--- src/rtl/id_ex_stage_pkg.sv ---
// ----------------------------------------------------------------------------
// cpu_pkg
// Shared definitions for the ID/EX pipeline stage:
//   - default datapath / register-address widths
//   - ALU operation encodings (ALU_ADD, ALU_SUB, ALU_OR)
//   - the control-field bundle carried by the stage register and the
//     bubble value loaded on flush, load-use stall or reset
// ----------------------------------------------------------------------------
package cpu_pkg;

  localparam int XLEN_DEFAULT = 32;
  localparam int RW_DEFAULT   = 5;

  typedef enum logic [2:0] {
    ALU_ADD = 3'b000,
    ALU_SUB = 3'b001,
    ALU_OR  = 3'b010
  } alu_op_e;

  // Control half of the stage register. Everything in here must be forced
  // to a harmless value when a bubble is inserted; data fields are not.
  typedef struct packed {
    logic       valid;
    logic [2:0] alu_op;
    logic       alu_src;
    logic       reg_write;
    logic       mem_read;
    logic       mem_write;
  } ex_ctrl_t;

  localparam ex_ctrl_t BUBBLE_CTRL = '{
    valid:     1'b0,
    alu_op:    ALU_ADD,
    alu_src:   1'b0,
    reg_write: 1'b0,
    mem_read:  1'b0,
    mem_write: 1'b0
  };

endpackage

--- src/rtl/id_ex_stage_fwd_mux.sv ---
// ----------------------------------------------------------------------------
// fwd_mux
// Operand forwarding selector for one EX source operand. Picks the newest
// value of the operand's source register from the MEM stage, then the WB
// stage, otherwise passes the latched operand through.
//
// Ports:
//   operand        in  XLEN  value latched in the ID/EX register
//   src_addr       in  RW    register the operand was read from
//   mem_reg_write  in  1     MEM stage will write its rd
//   mem_rd_addr    in  RW    MEM stage destination
//   mem_result     in  XLEN  MEM stage result
//   wb_reg_write   in  1     WB stage will write its rd
//   wb_rd_addr     in  RW    WB stage destination
//   wb_result      in  XLEN  WB stage result
//   value          out XLEN  forwarded operand
//
// Configuration: only built when FORWARD_EN is defined; the non-forwarding
// build has no use for it.
// ----------------------------------------------------------------------------
`ifdef FORWARD_EN
module fwd_mux #(
  parameter int XLEN = 32,
  parameter int RW   = 5
) (
  input  logic [XLEN-1:0] operand,
  input  logic [RW-1:0]   src_addr,
  input  logic            mem_reg_write,
  input  logic [RW-1:0]   mem_rd_addr,
  input  logic [XLEN-1:0] mem_result,
  input  logic            wb_reg_write,
  input  logic [RW-1:0]   wb_rd_addr,
  input  logic [XLEN-1:0] wb_result,
  output logic [XLEN-1:0] value
);

  logic mem_hit;
  logic wb_hit;

  // r0 is hardwired to zero, so a write to it must never be forwarded.
  assign mem_hit = mem_reg_write && (mem_rd_addr != '0) && (mem_rd_addr == src_addr);
  assign wb_hit  = wb_reg_write  && (wb_rd_addr  != '0) && (wb_rd_addr  == src_addr);

  // MEM holds the younger result, so it wins over WB.
  always_comb begin
    value = operand;
    if (mem_hit) begin
      value = mem_result;
    end else if (wb_hit) begin
      value = wb_result;
    end
  end

endmodule
`endif

--- src/rtl/id_ex_stage.sv ---
// ----------------------------------------------------------------------------
// id_ex_stage
// ID/EX pipeline register. Latches a decoded instruction and presents the
// EX-stage ALU operands. Detects load-use hazards (freezing PC/IF-ID and
// inserting a bubble), honours branch flush and back-end hold, and forwards
// MEM/WB results into the latched operands.
//
// Ports:
//   clk, reset                      clock, synchronous active-low reset
//   id_valid, id_pc, id_rs_data, id_rt_data, id_imm
//   id_rs_addr, id_rt_addr, id_rd_addr
//   id_alu_op, id_alu_src, id_reg_write, id_mem_read, id_mem_write
//                                   decoded instruction from ID
//   flush                           kill the instruction being captured
//   ex_hold                         back end frozen, keep contents
//   mem_reg_write/mem_rd_addr/mem_result, wb_reg_write/wb_rd_addr/wb_result
//                                   forwarding and write-through sources
//   hazard_stall                    freeze PC and IF/ID (combinational)
//   ex_valid, ex_reg_write, ex_mem_read, ex_mem_write, ex_pc, ex_rd_addr
//   alu_a, alu_b, alu_op, ex_store_data
//                                   EX-stage outputs
//
// Configuration macro: FORWARD_EN
//   defined   -> MEM/WB forwarding muxes on the operands, stall only on
//                load-use.
//   undefined -> operands straight from the register, stall on any RAW
//                dependence on EX or MEM. WB write-through is in both.
// ----------------------------------------------------------------------------
module id_ex_stage
  import cpu_pkg::*;
#(
  parameter int XLEN = XLEN_DEFAULT,
  parameter int RW   = RW_DEFAULT
) (
  input  logic            clk,
  input  logic            reset,
  input  logic            id_valid,
  input  logic [XLEN-1:0] id_pc,
  input  logic [XLEN-1:0] id_rs_data,
  input  logic [XLEN-1:0] id_rt_data,
  input  logic [XLEN-1:0] id_imm,
  input  logic [RW-1:0]   id_rs_addr,
  input  logic [RW-1:0]   id_rt_addr,
  input  logic [RW-1:0]   id_rd_addr,
  input  logic [2:0]      id_alu_op,
  input  logic            id_alu_src,
  input  logic            id_reg_write,
  input  logic            id_mem_read,
  input  logic            id_mem_write,
  input  logic            flush,
  input  logic            ex_hold,
  input  logic            mem_reg_write,
  input  logic [RW-1:0]   mem_rd_addr,
  input  logic [XLEN-1:0] mem_result,
  input  logic            wb_reg_write,
  input  logic [RW-1:0]   wb_rd_addr,
  input  logic [XLEN-1:0] wb_result,
  output logic            hazard_stall,
  output logic            ex_valid,
  output logic            ex_reg_write,
  output logic            ex_mem_read,
  output logic            ex_mem_write,
  output logic [XLEN-1:0] ex_pc,
  output logic [XLEN-1:0] alu_a,
  output logic [XLEN-1:0] alu_b,
  output logic [XLEN-1:0] ex_store_data,
  output logic [2:0]      alu_op,
  output logic [RW-1:0]   ex_rd_addr
);

  ex_ctrl_t        ctrl_q;
  ex_ctrl_t        id_ctrl;
  logic [XLEN-1:0] pc_q;
  logic [XLEN-1:0] rs_data_q;
  logic [XLEN-1:0] rt_data_q;
  logic [XLEN-1:0] imm_q;
  logic [RW-1:0]   rs_addr_q;
  logic [RW-1:0]   rt_addr_q;
  logic [RW-1:0]   rd_q;

  logic [XLEN-1:0] rs_capture;
  logic [XLEN-1:0] rt_capture;
  logic [XLEN-1:0] rs_fwd;
  logic [XLEN-1:0] rt_fwd;

  // True when register 'src' is a nonzero register equal to 'dest'.
  function automatic logic same_reg(logic [RW-1:0] src, logic [RW-1:0] dest);
    return (src != '0) && (src == dest);
  endfunction

  assign id_ctrl = '{
    valid:     id_valid,
    alu_op:    id_alu_op,
    alu_src:   id_alu_src,
    reg_write: id_reg_write,
    mem_read:  id_mem_read,
    mem_write: id_mem_write
  };

  // The register file is read in ID while WB writes in the same cycle, so the
  // RF output may still be stale; substitute the WB result on a match.
  always_comb begin
    rs_capture = id_rs_data;
    rt_capture = id_rt_data;
    if (wb_reg_write && same_reg(id_rs_addr, wb_rd_addr)) begin
      rs_capture = wb_result;
    end
    if (wb_reg_write && same_reg(id_rt_addr, wb_rd_addr)) begin
      rt_capture = wb_result;
    end
  end

  // Hazard detection. Flush always suppresses the stall because the
  // instruction in ID is being discarded anyway.
  always_comb begin
    hazard_stall = 1'b0;
`ifdef FORWARD_EN
    // Only a load in EX cannot be covered by forwarding: its data exists
    // one cycle later in MEM.
    if (id_valid && !flush && ctrl_q.valid && ctrl_q.mem_read && (rd_q != '0) &&
        ((rd_q == id_rs_addr) || (rd_q == id_rt_addr))) begin
      hazard_stall = 1'b1;
    end
`else
    // Without forwarding, anything not yet written back is a hazard.
    if (id_valid && !flush) begin
      if (ctrl_q.reg_write &&
          (same_reg(id_rs_addr, rd_q) || same_reg(id_rt_addr, rd_q))) begin
        hazard_stall = 1'b1;
      end
      if (mem_reg_write &&
          (same_reg(id_rs_addr, mem_rd_addr) || same_reg(id_rt_addr, mem_rd_addr))) begin
        hazard_stall = 1'b1;
      end
    end
`endif
  end

  // Stage register. Priority: reset, flush, hold, stall, capture. Bubbles
  // only touch the control half and rd; stale data is harmless once
  // valid and all write enables are low.
  always_ff @(posedge clk) begin
    if (!reset) begin
      ctrl_q    <= BUBBLE_CTRL;
      pc_q      <= '0;
      rs_data_q <= '0;
      rt_data_q <= '0;
      imm_q     <= '0;
      rs_addr_q <= '0;
      rt_addr_q <= '0;
      rd_q      <= '0;
    end else if (flush) begin
      ctrl_q <= BUBBLE_CTRL;
      rd_q   <= '0;
    end else if (!ex_hold) begin
      if (hazard_stall) begin
        ctrl_q <= BUBBLE_CTRL;
        rd_q   <= '0;
      end else begin
        ctrl_q    <= id_ctrl;
        pc_q      <= id_pc;
        rs_data_q <= rs_capture;
        rt_data_q <= rt_capture;
        imm_q     <= id_imm;
        rs_addr_q <= id_rs_addr;
        rt_addr_q <= id_rt_addr;
        rd_q      <= id_rd_addr;
      end
    end
  end

  // Operand forwarding from MEM/WB onto the latched source values.
`ifdef FORWARD_EN
  fwd_mux #(.XLEN(XLEN), .RW(RW)) u_fwd_rs (
    .operand       (rs_data_q),
    .src_addr      (rs_addr_q),
    .mem_reg_write (mem_reg_write),
    .mem_rd_addr   (mem_rd_addr),
    .mem_result    (mem_result),
    .wb_reg_write  (wb_reg_write),
    .wb_rd_addr    (wb_rd_addr),
    .wb_result     (wb_result),
    .value         (rs_fwd)
  );

  fwd_mux #(.XLEN(XLEN), .RW(RW)) u_fwd_rt (
    .operand       (rt_data_q),
    .src_addr      (rt_addr_q),
    .mem_reg_write (mem_reg_write),
    .mem_rd_addr   (mem_rd_addr),
    .mem_result    (mem_result),
    .wb_reg_write  (wb_reg_write),
    .wb_rd_addr    (wb_rd_addr),
    .wb_result     (wb_result),
    .value         (rt_fwd)
  );
`else
  // The latched source addresses and the MEM result only feed forwarding.
  logic unused_fwd;
  assign unused_fwd = ^{mem_result, rs_addr_q, rt_addr_q};

  assign rs_fwd = rs_data_q;
  assign rt_fwd = rt_data_q;
`endif

  assign alu_a         = rs_fwd;
  assign ex_store_data = rt_fwd;
  assign alu_b         = ctrl_q.alu_src ? imm_q : rt_fwd;
  assign alu_op        = ctrl_q.alu_op;

  assign ex_valid      = ctrl_q.valid;
  assign ex_reg_write  = ctrl_q.reg_write;
  assign ex_mem_read   = ctrl_q.mem_read;
  assign ex_mem_write  = ctrl_q.mem_write;
  assign ex_pc         = pc_q;
  assign ex_rd_addr    = rd_q;

endmodule

--- config.mk ---
export PLATFORM = sky130hd
export DESIGN_NAME = id_ex_stage
export DESIGN_NICKNAME = d
export VERILOG_FILES = /design/src/rtl/id_ex_stage_pkg.sv /design/src/rtl/id_ex_stage_fwd_mux.sv /design/src/rtl/id_ex_stage.sv
export SDC_FILE = /design/constraint.sdc
export NUM_CORES = 1
export LEC_CHECK = 0
export CAP_MARGIN = 5
export CORE_AREA = 2 2 144 146
export DETAILED_ROUTE_END_ITERATION = 12
export DIE_AREA = 0 0 146 148
export PLACE_DENSITY = 0.78
export REMOVE_ABC_BUFFERS = 1
export SLEW_MARGIN = 10
export SYNTH_ARGS = -nofsm -noshare
export SYNTH_HDL_FRONTEND = slang
export SYNTH_SLANG_ARGS = --single-unit
--- constraint.sdc ---
create_clock -name clk -period 5.1 [get_ports clk]
set_input_delay 1.53 -clock clk [delete_from_list [all_inputs] [get_ports clk]]
set_output_delay 1.53 -clock clk [all_outputs]
set_load 0.1 [all_outputs]
## Word-level counts from Yosys, hierarchy flattened

Index checks and enable logic that the tools add are counted.

| operators by class | value |
|---|---|
| equal/unequal tests | 6 |
| mux-type cells | 8 |
| bitwise operators | 4 |
| reductions and logical operators | 18 |

Operators with widths:

| cell | number |
|---|---|
| $mux W32 | 3 |
| $eq A5 B5 Y1 | 6 |
| $logic_and A1 B1 Y1 | 11 |
| $reduce_bool A5 Y1 | 2 |
| $mux W8 | 1 |
| $mux W5 | 1 |
| $not A1 Y1 | 4 |
| $mux W1 | 3 |
| $reduce_and A3 Y1 | 1 |
| $logic_or A1 B1 Y1 | 2 |
| $reduce_or A2 Y1 | 1 |
| $logic_not A1 Y1 | 1 |

| word-level totals | value |
|---|---|
| bits in registers | 141 |
| input port bits | 231 |
| output and inout port bits | 141 |

## Depth between registers and ports, before layout

| depth | value |
|---|---|
| depth after elaboration | 9 |
| depth in mapped cells | 8 |

## Worst setup path after synthesis

Ideal clock, no wire load.

| timing | value |
|---|---|
| path type | input to output |
| start | input id_rt_addr[1] |
| end | output hazard_stall |
| arrival | 3.491 ns |
| setup slack | 0.079 ns |
| stages | 7 |
| path buffers | 2 |
| cell sequence | or4_1 > nor2_2 > nor4_1 > o211ai_2 > buf_2 > buf_2 > nand2_1 |

| on the way | value |
|---|---|
| cells in the longest elaborated chain, start to end | 7 |

Ends and longest elaborated chain:

| item | line | text |
|---|---|---|
| start: declaration | id_ex_stage.sv:43 | `input logic [RW-1:0] id_rt_addr,` |
| $eq A5 B5 Y1 or $reduce_bool A5 Y1 (tied branches) | id_ex_stage.sv:88 | `return (src != '0) && (src == dest);` |
| $logic_and A1 B1 Y1 | id_ex_stage.sv:88 |  |
| $logic_or A1 B1 Y1 | id_ex_stage.sv:128 | `(same_reg(id_rs_addr, rd_q) \|\| same_reg(id_rt_addr, rd_q))) begin` |
| $logic_and A1 B1 Y1 | id_ex_stage.sv:127 | `if (ctrl_q.reg_write &&` |
| $mux W1 | id_ex_stage.sv:127 |  |
| $mux W1 * | id_ex_stage.sv:131 | `if (mem_reg_write &&` |
| $mux W1 * | id_ex_stage.sv:126 | `if (id_valid && !flush) begin` |
| end: declaration | id_ex_stage.sv:58 | `output logic hazard_stall,` |

Mark *: on every way between the ends. The rest lies on a longest branch, timed or not.

## Worst setup path in the final report

| timing | value |
|---|---|
| start | input id_rs_addr[4] |
| end | output hazard_stall |

| on the way | value |
|---|---|
| cells in the longest elaborated chain, start to end | 7 |

Ends and longest elaborated chain:

| item | line | text |
|---|---|---|
| start: declaration | id_ex_stage.sv:42 | `input logic [RW-1:0] id_rs_addr,` |
| $eq A5 B5 Y1 or $reduce_bool A5 Y1 (tied branches) | id_ex_stage.sv:88 |  |
| $logic_and A1 B1 Y1 | id_ex_stage.sv:88 |  |
| $logic_or A1 B1 Y1 | id_ex_stage.sv:128 |  |
| $logic_and A1 B1 Y1 | id_ex_stage.sv:127 |  |
| $mux W1 | id_ex_stage.sv:127 |  |
| $mux W1 * | id_ex_stage.sv:131 |  |
| $mux W1 * | id_ex_stage.sv:126 |  |

Marked as above.

==> results.cfg <==
[yosys]
yosysSeqAreaShare_pct = 40.2
yosys.area.top_type = dfxtp_1
async_reset_ff_share_pct = 0
ys_seq_elements = 141
synth_top_area_share_pct = 40.2
synth_common_cells = 142 x nand2_1, 141 x dfxtp_1, 128 x mux2i_1
synth.distinct_cells = 24
ys_warn_count = 0
syn_area_per_cell_sq_um = 9.71
synth_most_common_cell = nand2_1
synth_area_leaders = dfxtp_1 40%, mux2i_1 18%, o211a_1 9.1%, nand2_1 7.6%, nand4_1 5.9%
yosys_most_used_dff = dfxtp_1
syn_area_sq_um = 7020
synth-edff-count = 0
postSynthCellCount = 723

[drt]
avgRoutedWirePerCell_um = 18.4
drt_iter0_drc = 295
route.met2.wl_um = 11900
ant_nets = 0
highest_layer = met4
detail_route.vias_per_cell = 5.10
drt-total-wl_um = 24200
route.vias.total = 6698
wl_met3_um = 2360
drcViolationCount = 0
dr.pass1.iters = 5
wl_met1_um = 9500

[floorplanning]
core_sq_um = 20000
io_pins = 372
fp.dieW_um = 146
start_util_pct = 35.0
die_area_sq_um = 21600
die_y_um = 148
num_rows = 52

[power]
ir_drop_mv = 0.201
p_total_mw = 3.63
cellPowerDensity_nw_per_um2 = 324
leakagePower_nw = 4.70

[sta]
finalMaxSlewViolations = 0
relSlewSlack_pct = 30.9
worstMarginPinSlew_ns = 1.03
period_share_pct = 97.6
rsz0062_at_grt = no
fmax_ghz = 0.201
setup_violations = 0
layout_min_cycle_time_ns = 4.98
fin_skew_ns = 0.00892
final_hold_viol_count = 0

[worst_setup_path]
crit_fanout = 3
crit_slowest_cell = or4_1
crit_type = primary input to primary output
cp_cell_sequence = clkdlybuf4s50_1 -> or4_1 -> nor2_2 -> nor4_1 -> buf_4 -> o211ai_4 -> nand2_1 -> buf_12
slowest_delay_ns = 0.56
endpoint_kind = primary output
worstPathRequired_ns = 3.57
worst_setup_path_start_kind = primary input
worst_ep_arrival_time_ns = 3.45
crit_family = simple AND/OR/NAND/NOR gates
critPathBufInv = 3

[run_status]
status = completed

[clock_tree]
h-tree-depth = 4
holdBufCountCts = 0
clk_path_buf_depth = 2
postCtsResizedCells = 0
clock_sink_count = 141
numCtsBuffers = 17
clk_latency_ns = 0.41
cts_setup_buffers = 0
tritoncts = yes
path_clk_slew_ns = 0.06
root_buffer = clkbuf_16

[global_routing]
grt_max_degree = 79
first_global_vias = 6928
antenna_found_initial = 0
track_usage_pct = 22.1
grt_overflow_total = 0
grt_pass1_wl_um = 37800

[worst_hold_path]
hp-class = flop to flop

[final_layout]
multi_input_area_sq_um = 3860
area_growth_pct = 59.6
drive_above_1_share_pct = 12.4
final_cells = 1314
diodes = 0
nets = 1262
num-fill-cells = 1818
regArea_sq_um = 2820

[flow_run]
max_cap_viol_count = 0

[placed_design]
io_buffer_count = 339
placedCellCount = 1282
dp_hpwl_um = 17000
finalWeightedCongestion = 0.860
## cells by family (layout without fill, tap and decap cells)
logic type | after synthesis | count (layout) | synth area share (%)
buffers and inverters | 74 | 395 | 5.40
AND/OR/NAND/NOR | 239 | 239 | 16.8
AO/OA/AOI/OAI | 79 | 79 | 10.4
multiplexers | 160 | 160 | 23.4
XOR/XNOR | 30 | 30 | 3.74
flip-flops | 141 | 141 | 40.2
## layer usage
layer	GRT usage [%]	vias to the layer above
met4	6.99	0
met2	38.2	296
met5	0	-
met3	8.67	32
li1	-	3237
met1	25.2	3133
## cell usage in the layout (no fill, tap or decap), types with 2 or more instances in the layout
cell type          n
mux2_2            32
buf_12             3
nor4_1             4
nand4b_1          13
nor4_4             2
nand2_1          142
clkbuf_1           2
dfxtp_1          140
nand3_1            4
inv_6              2
a21oi_1           13
clkbuf_16         17
xor2_1            12
o211ai_4           2
nand4_1           66
buf_4             54
clkinvlp_4         2
nor2_2             2
or4_1              2
bufinv_16          5
clkdlybuf4s50_1  305
o211a_1           64
clkinv_4           3
mux2i_1          128
xnor2_1           18
## path summary, 6_finish.rpt
| path | to | startpoint | depth (start not counted) | slack (ns) |
|---|---|---|---|---|
| setup / recovery | hazard_stall | id_rs_addr[4] | 8 | 0.12 |
| hold / removal | imm_q[8] | imm_q[8] | 2 | 0.45 |
| setup reg to reg | ex_pc[24] | ex_rd_addr[4] | 9 | 2.18 |
| hold reg to reg | imm_q[8] | imm_q[8] | 2 | 0.45 |
## worst reg2reg max path: cells and delay by family, from the launching register on
kind	cells	cell delay, ns
AO/OA/AOI/OAI	1	0.17
buffers and inverters	3	1.20
AND/OR/NAND/NOR	3	0.54
flip-flops	1	0.47
multiplexers	1	0.35
XOR/XNOR	1	0.11
## where the power goes
part	total, mW	switching [mW]	internal [mW]
clock network	1.37	0.501	0.874
registers	1.21	0.0424	1.17
logic	1.05	0.700	0.351
## flip-flops by register name, summed over array words and instances, names as in the netlist
name / flops
alu_a: 32
ex_pc: 32
ex_store_data: 32
imm_q: 32
ex_rd_addr: 5
alu_op: 3
ctrl_q: 1
ex_mem_read: 1
ex_mem_write: 1
ex_reg_write: 1
ex_valid: 1
## layout make-up
cell class | instances | area share (%)
Clock inverter | 13 | 1.91
Sequential cell | 141 | 25.2
Timing Repair Buffer | 363 | 31.5
Tap cell | 270 | 3.02
Multi-Input combinational cell | 508 | 34.5
Clock buffer | 19 | 3.87
## per-stage QoR
step	instance area (sq um)	TNS [ns]	utilization, %	worst slack [ns]	hold slack [ns]
finish	11200	0	55.9	0.122	0.453
global route	11200	0	55.9	0.0661	0.472
CTS	11200	0	55.9	0.112	0.458
detailed placement	10600	0	52.7	0.0918	0.447
global placement	10600	0	52.7	0.119	0.439
floorplan	6640	-335.53	-	-2.69	0.431
Note: power is estimated with default switching activity, not from simulation.
